==> src/rtl/hazard_stall_controller.sv <==
// hazard_stall_controller
// Central sequencing controller for the 5-stage pipeline. It inserts a bubble
// on a load-use hazard, flushes IF/ID on a taken branch or jump resolved in ID,
// freezes the pipeline while a data-memory access waits for its acknowledge,
// and moves to a sticky error state when the wait exceeds MEM_TIMEOUT cycles.
// It also keeps a saturating count of stall cycles.
//
// Ports:
//   clk_i, rst_i             clock, synchronous active-high reset
//   start_i                  CPU start, only looked at in IDLE
//   IF_ID_RsAddr_i/RtAddr_i  source registers of the instruction in ID
//   ID_EX_MemRead_i/RtAddr_i load in EX and its destination register
//   ID_BranchTaken_i         branch in ID resolved taken
//   ID_Jump_i                jump in ID
//   EX_MEM_MemAccess_i       instruction in MEM accesses data memory
//   DMem_Ack_i               data memory completes the access this cycle
//   PC_Write_o, IF_ID_Write_o, IF_ID_Flush_o, ID_EX_Bubble_o, Pipe_Freeze_o,
//   MemReq_o                 combinational pipeline controls
//   MemTimeout_o             registered sticky timeout flag
//   StallCount_o             registered saturating stall-cycle counter
module hazard_stall_controller #(
    parameter int unsigned MEM_TIMEOUT = 255,
    parameter int unsigned WAIT_W      = 8,
    parameter int unsigned CNT_W       = 32
) (
    input  logic             clk_i,
    input  logic             rst_i,
    input  logic             start_i,
    input  logic [4:0]       IF_ID_RsAddr_i,
    input  logic [4:0]       IF_ID_RtAddr_i,
    input  logic             ID_EX_MemRead_i,
    input  logic [4:0]       ID_EX_RtAddr_i,
    input  logic             ID_BranchTaken_i,
    input  logic             ID_Jump_i,
    input  logic             EX_MEM_MemAccess_i,
    input  logic             DMem_Ack_i,
    output logic             PC_Write_o,
    output logic             IF_ID_Write_o,
    output logic             IF_ID_Flush_o,
    output logic             ID_EX_Bubble_o,
    output logic             Pipe_Freeze_o,
    output logic             MemReq_o,
    output logic             MemTimeout_o,
    output logic [CNT_W-1:0] StallCount_o
);

    typedef enum logic [1:0] {
        S_IDLE     = 2'd0,
        S_RUN      = 2'd1,
        S_MEM_WAIT = 2'd2,
        S_ERROR    = 2'd3
    } state_e;

    localparam logic [WAIT_W-1:0] WAIT_LIMIT = WAIT_W'(MEM_TIMEOUT);
    localparam logic [CNT_W-1:0]  CNT_MAX    = {CNT_W{1'b1}};

    state_e            state_q, state_d;
    logic [WAIT_W-1:0] wait_q, wait_d;
    logic [CNT_W-1:0]  cnt_q, cnt_d;
    logic              timeout_q, timeout_d;

    logic memwait;
    logic loaduse;
    logic pc_write, ifid_write, ifid_flush, idex_bubble, pipe_freeze, mem_req;

    // Hazard detection, evaluated every cycle but only acted on in RUN/MEM_WAIT
    assign memwait = EX_MEM_MemAccess_i & ~DMem_Ack_i;
    assign loaduse = ID_EX_MemRead_i & (ID_EX_RtAddr_i != 5'd0) &
                     ((ID_EX_RtAddr_i == IF_ID_RsAddr_i) |
                      (ID_EX_RtAddr_i == IF_ID_RtAddr_i));

    // State register and counters
    always_ff @(posedge clk_i) begin
        if (rst_i) begin
            state_q   <= S_IDLE;
            wait_q    <= '0;
            cnt_q     <= '0;
            timeout_q <= 1'b0;
        end else begin
            state_q   <= state_d;
            wait_q    <= wait_d;
            cnt_q     <= cnt_d;
            timeout_q <= timeout_d;
        end
    end

    // Next-state and pipeline control outputs
    always_comb begin
        state_d     = state_q;
        wait_d      = wait_q;
        timeout_d   = timeout_q;
        pc_write    = 1'b0;
        ifid_write  = 1'b0;
        ifid_flush  = 1'b0;
        idex_bubble = 1'b0;
        pipe_freeze = 1'b1;
        mem_req     = 1'b0;

        unique case (state_q)
            S_IDLE: begin
                if (start_i) begin
                    state_d = S_RUN;
                end
            end

            S_RUN, S_MEM_WAIT: begin
                mem_req = EX_MEM_MemAccess_i;
                // memwait > loaduse > branch/jump; a branch seen together with
                // a load-use hazard is resolved again next cycle, so no flush.
                if (memwait) begin
                    pipe_freeze = 1'b1;
                end else if (loaduse) begin
                    pipe_freeze = 1'b0;
                    idex_bubble = 1'b1;
                end else begin
                    pipe_freeze = 1'b0;
                    pc_write    = 1'b1;
                    ifid_write  = 1'b1;
                    ifid_flush  = ID_BranchTaken_i | ID_Jump_i;
                end

                if (state_q == S_RUN) begin
                    if (memwait) begin
                        state_d = S_MEM_WAIT;
                        wait_d  = WAIT_W'(1);
                    end
                end else begin
                    if (DMem_Ack_i) begin
                        state_d = S_RUN;
                        wait_d  = '0;
                    end else if (wait_q == WAIT_LIMIT) begin
                        state_d   = S_ERROR;
                        timeout_d = 1'b1;
                    end else begin
                        wait_d = wait_q + WAIT_W'(1);
                    end
                end
            end

            S_ERROR: begin
                state_d = S_ERROR;
            end

            default: begin
                state_d = S_IDLE;
            end
        endcase
    end

    // Saturating stall counter: counts active-state cycles with the PC held
    always_comb begin
        cnt_d = cnt_q;
        if (((state_q == S_RUN) || (state_q == S_MEM_WAIT)) && !pc_write &&
            (cnt_q != CNT_MAX)) begin
            cnt_d = cnt_q + CNT_W'(1);
        end
    end

    assign PC_Write_o     = pc_write;
    assign IF_ID_Write_o  = ifid_write;
    assign IF_ID_Flush_o  = ifid_flush;
    assign ID_EX_Bubble_o = idex_bubble;
    assign Pipe_Freeze_o  = pipe_freeze;
    assign MemReq_o       = mem_req;
    assign MemTimeout_o   = timeout_q;
    assign StallCount_o   = cnt_q;

endmodule

==> config.mk <==
export PLATFORM = sky130hd
export DESIGN_NAME = hazard_stall_controller
export DESIGN_NICKNAME = d
export VERILOG_FILES = /design/src/rtl/hazard_stall_controller.sv
export SDC_FILE = /design/constraint.sdc
export NUM_CORES = 1
export LEC_CHECK = 0
export ABC_AREA = 1
export ABC_CLOCK_PERIOD_IN_PS = 5400
export CAP_MARGIN = 20
export CORE_MARGIN = 4
export CORE_UTILIZATION = 32
export CTS_CLUSTER_SIZE = 12
export DETAILED_ROUTE_END_ITERATION = 16
export HOLD_SLACK_MARGIN = 0.06
export SETUP_SLACK_MARGIN = 0.5
export SLEW_MARGIN = 20
export SYNTH_ARGS = -nofsm -noshare
export SYNTH_HDL_FRONTEND = slang
export SYNTH_SLANG_ARGS = --single-unit
==> constraint.sdc <==
create_clock -name clk_i -period 5.4 [get_ports clk_i]
set_clock_uncertainty 0.05 [all_clocks]
set_input_delay 1.08 -clock clk_i [delete_from_list [all_inputs] [get_ports clk_i]]
set_output_delay 1.08 -clock clk_i [all_outputs]
set_load 0.005 [all_outputs]
### Word level (Yosys, flattened, before mapping)

Index checks and enable logic that the tools add are counted.

| word-level totals | value |
|---|---|
| register bits after elaboration | 43 |
| input port bits | 23 |
| output and inout port bits | 39 |
| word-level logic and storage cells | 57 |

| operators by class | value |
|---|---|
| bitwise operators | 7 |
| add/sub/neg operators | 2 |
| eq/ne operators | 12 |
| reductions and logical operators | 10 |
| muxes and demuxes | 22 |

Operators with widths:

| kind | number |
|---|---|
| $add A32 B1 Y32 const B | 1 |
| $mux W8 | 4 |
| $ne A32 B32 Y1 const B | 1 |
| $mux W1 | 12 |
| $eq A5 B5 Y1 | 2 |
| $mux W2 | 5 |
| $add A8 B1 Y8 const B | 1 |
| $eq A8 B8 Y1 const B | 1 |
| $ne A3 B3 Y1 const B | 2 |
| $pmux W2 S3 | 1 |
| $reduce_and A3 Y1 | 2 |
| $reduce_bool A5 Y1 | 1 |
| $eq A2 B2 Y1 const B | 2 |
| $ne A2 B2 Y1 const B | 2 |
| $ne A4 B4 Y1 const B | 1 |
| $reduce_and A4 Y1 | 1 |
| $and A1 B1 Y1 | 3 |
| $eq A2 B1 Y1 const B | 1 |
| $logic_and A1 B1 Y1 | 2 |
| $logic_not A2 Y1 | 1 |
| $not A1 Y1 | 2 |
| $or A1 B1 Y1 | 2 |
| $reduce_or A2 Y1 | 1 |
| $logic_not A1 Y1 | 1 |
| $logic_or A1 B1 Y1 | 1 |

### Logic depth before layout (Yosys ltp)

| depth | value |
|---|---|
| depth after elaboration | 9 |
| gate-level depth with buffers | 13 |
| depth with buffers taken out | 12 |

### Least setup slack after synthesis

No wires, ideal clock.

| timing | value |
|---|---|
| kind | input-to-output |
| start point | in ID_EX_RtAddr_i[0] |
| end point | out IF_ID_Flush_o |
| path buffers | 1 |
| required time | 4.270 ns |
| stages | 9 |
| setup slack | 2.216 ns |
| arrival | 2.054 ns |
| cell sequence | nor2_1 > nand3_1 > o21ai_0 > inv_1 > nand2_1 > nand2_2 > buf_4 > nor2_1 > o21a_1 |

| between the ends | value |
|---|---|
| cells in the longest elaborated chain, start to end | 6 |

Ends and longest elaborated chain:

| item | RTL line | text |
|---|---|---|
| start: declaration | 32 | `input logic [4:0] ID_EX_RtAddr_i,` |
| $eq A5 B5 Y1 (tied with other cells) | 69 | `((ID_EX_RtAddr_i == IF_ID_RsAddr_i) \|` |
| $or A1 B1 Y1 / $and A1 B1 Y1 (equally long branches) | 69, 68 |  |
| $and A1 B1 Y1 (*) | 68 | `assign loaduse = ID_EX_MemRead_i & (ID_EX_RtAddr_i != 5'd0) &` |
| $mux W1 (*) | 112 | `end else if (loaduse) begin` |
| $mux W1 (*) | 110 | `if (memwait) begin` |
| $mux W1 (*) | 99 | `unique case (state_q)` |
| end: declaration | 39 | `output logic IF_ID_Flush_o,` |

Every way passes the cells marked *; elsewhere a longest branch is shown, timed or not.

### Worst setup path after layout

Same ends and word-level chain as after synthesis.

==> out/metrics.cfg <==
[clock_network]
clk_pin_slew_ns=0.08
ctsResizeCount=0
tritoncts=yes
cts_root_buf=clkbuf_8
cts_hold_buf=0
clockBufferDepth=2
insertion_delay_ns=0.30
postCtsSetupRepairBufs=0
clock_sinks=43
cts-buffers-inserted=5
h-tree-depth=2

[layout]
syn2layout_area_growth_pct=25.4
drive_above_1_share_pct=3.59
final_nets=614
fillCellCount=1010
diodes=0
final_area_um2=3830

[drt]
drc_errors=0
wl_per_cell_um=11.1
wirelength_um=7900
antenna_left=0
first_pass_iters=4
via_count=3272
vias_per_cell=4.58
drtIter0Drc=138

[run]
maxCapViolCount=0

[sta]
tns_ns=0
finalCriticalPeriod_ns=4.05
post-route-period-util_pct=74.9
setup_violations=0
worst_pin_slew_ns=0.738
maxSlewHeadroom_pct=50.7
rsz0062_at_grt=false
fmax_ghz=0.247
finalHoldViolations=0
drv_slew=0

[grt]
grt_use_total_pct=14.6
overflow=0
antenna_found_initial=0
grt_pass1_wl_um=13800
first_global_vias=3118
grt_max_degree=62

[die]
die_w_um=106
core_um2=9280
die_h_um=106
die_area_um2=11200
ios=62
rows=35
start_util_pct=32.9

[setup_path]
worst_ep_required_time_ns=4.27
path_class=primary input to output pin
slowest_delay_ns=0.49
worstSetupStartpointType=primary input
r2r_slack_ns=3.21
end_kind=output pin
rr_worst_depth=12
arrival_ns=2.92
cp_max_fo=4
cpMaxStageDelayCell=clkdlybuf4s50_1
crit_chain=clkdlybuf4s50_1 -> nor2_1 -> nand3_1 -> o21ai_0 -> inv_1 -> nand2_1 -> nand2_2 -> nor2_1 -> o21a_1 -> clkdlybuf4s50_1

[synth]
synth-edff-count=0
syn_avg_cell_area_um2=5.74
yosysWarnings=0
yosysMostFrequentCell=nand2_1
synth_seq_area_share_pct=28.2
ys_types=28
syn-cell-area_um2=3050
synthTopCellsByArea=dfxtp_1 28%, nand2_1 18%, inv_1 12%, nor2_1 11%, nand3_1 7.4%
synth_top_area_cell=dfxtp_1
synth_ff_type=dfxtp_1
synth_top_area_share_pct=28.2
synth_seq_cells=43
ys_top_cells_by_count=145 x nand2_1, 98 x inv_1, 88 x nor2_1
syn-num-nets=562
async_reset_ff_share_pct=0
synthCells=532

[power]
vdd_ir_drop_max_v=0.000509
p_leak_nw=1.63
power_mw=0.945
power.density_nw_per_um2=247

[placement]
dpl_cell_area_um2=3750
post-dp-hpwl_um=5950
port_buffers=61
gp_congestion=0.805

[outcome]
status=finished clean

[worst_hold_path]
hp-class=flop to flop
min_path_cells=2

[cell families (layout without fill, tap and decap cells)]
| group | count (synthesis) | in the layout | share of synthesized area (%) |
|---|---|---|---|
| AOI/OAI and AO/OA | 21 | 21 | 3.69 |
| xor gates and xnor gates | 5 | 5 | 1.43 |
| adders and majority gates | 7 | 7 | 2.87 |
| buffers and inverters | 118 | 171 | 15.6 |
| DFF | 43 | 43 | 28.2 |
| and+or+nand+nor | 338 | 338 | 48.3 |
[sequential cells by signal, indices dropped and copies added, names as in the netlist]
| name | flops |
|---|---|
| wait_q | 8 |
| StallCount_o | 32 |
| state_q | 2 |
| MemTimeout_o | 1 |
[stage by stage]
stage | worst slack, ns | hold WS (ns) | instances | util [%]
final | 1.35 | 0.429 | 714 | 41.2
after global routing | 1.14 | 0.463 | 714 | 41.2
after CTS | 1.33 | 0.431 | 714 | 41.2
after detailed placement | 1.34 | 0.415 | 706 | 40.4
after global placement | 1.35 | 0.406 | 706 | 40.4
after floorplan | 2.22 | 0.387 | 532 | -
[cell type report]
class                   instances  area [µm²]  share of cell area (%)
well taps                     129         161                    4.22
multi-input cells             371        1720                    44.9
clock buffers                   7        76.3                    1.99
flip-flops and latches         43         861                    22.5
inverters                      99         372                    9.71
clock inverters                 1        5.00                   0.131
repair buffers                 64         633                    16.5
[critical path, delay by kind of cell]
family	cells	cell delay, ns
AOI/OAI and AO/OA	2	0.29
buffers and inverters	3	1.01
and+or+nand+nor	5	0.54
[report_power, final]
part	internal, mW	leakage, nW	switching, mW	total, mW
registers	0.334	0.347	0.0172	0.351
logic	0.132	1.25	0.257	0.389
clock network	0.0911	0.0422	0.114	0.205
[worst paths after layout]
path                                   startpoint          endpoint
worst max-delay path            ID_EX_RtAddr_i[0]     IF_ID_Flush_o
worst min-delay path                    wait_q[5]         wait_q[5]
worst max register to register    StallCount_o[1]  StallCount_o[21]
worst min register to register          wait_q[5]         wait_q[5]
[layer usage]
| metal | vias to the layer above | routed length, µm | global-route usage, % | share of wire, % |
|---|---|---|---|---|
| met5 | - | 0 | 0 | 0 |
| met4 | 0 | 87 | 3.61 | 1.1 |
| met3 | 7 | 451 | 3.43 | 5.7 |
| met2 | 69 | 3830 | 26.2 | 48 |
| met1 | 1440 | 3540 | 17.3 | 45 |
| li1 | 1756 | - | - | - |
[placed cells by master, fill, tap and decap left out, types with 2 or more instances in the layout]
master / n
a21oi_1: 8
a31oi_1: 2
buf_4: 3
clkbuf_1: 2
clkbuf_8: 5
clkdlybuf4s50_1: 61
dfxtp_1: 43
ha_1: 6
inv_1: 98
nand2_1: 145
nand2_2: 6
nand3_1: 45
nand4_1: 36
nor2_1: 88
nor2_2: 2
nor3_1: 11
o21ai_0: 9
xnor2_1: 3
xor2_1: 2
(Power assumes the default switching activity.)
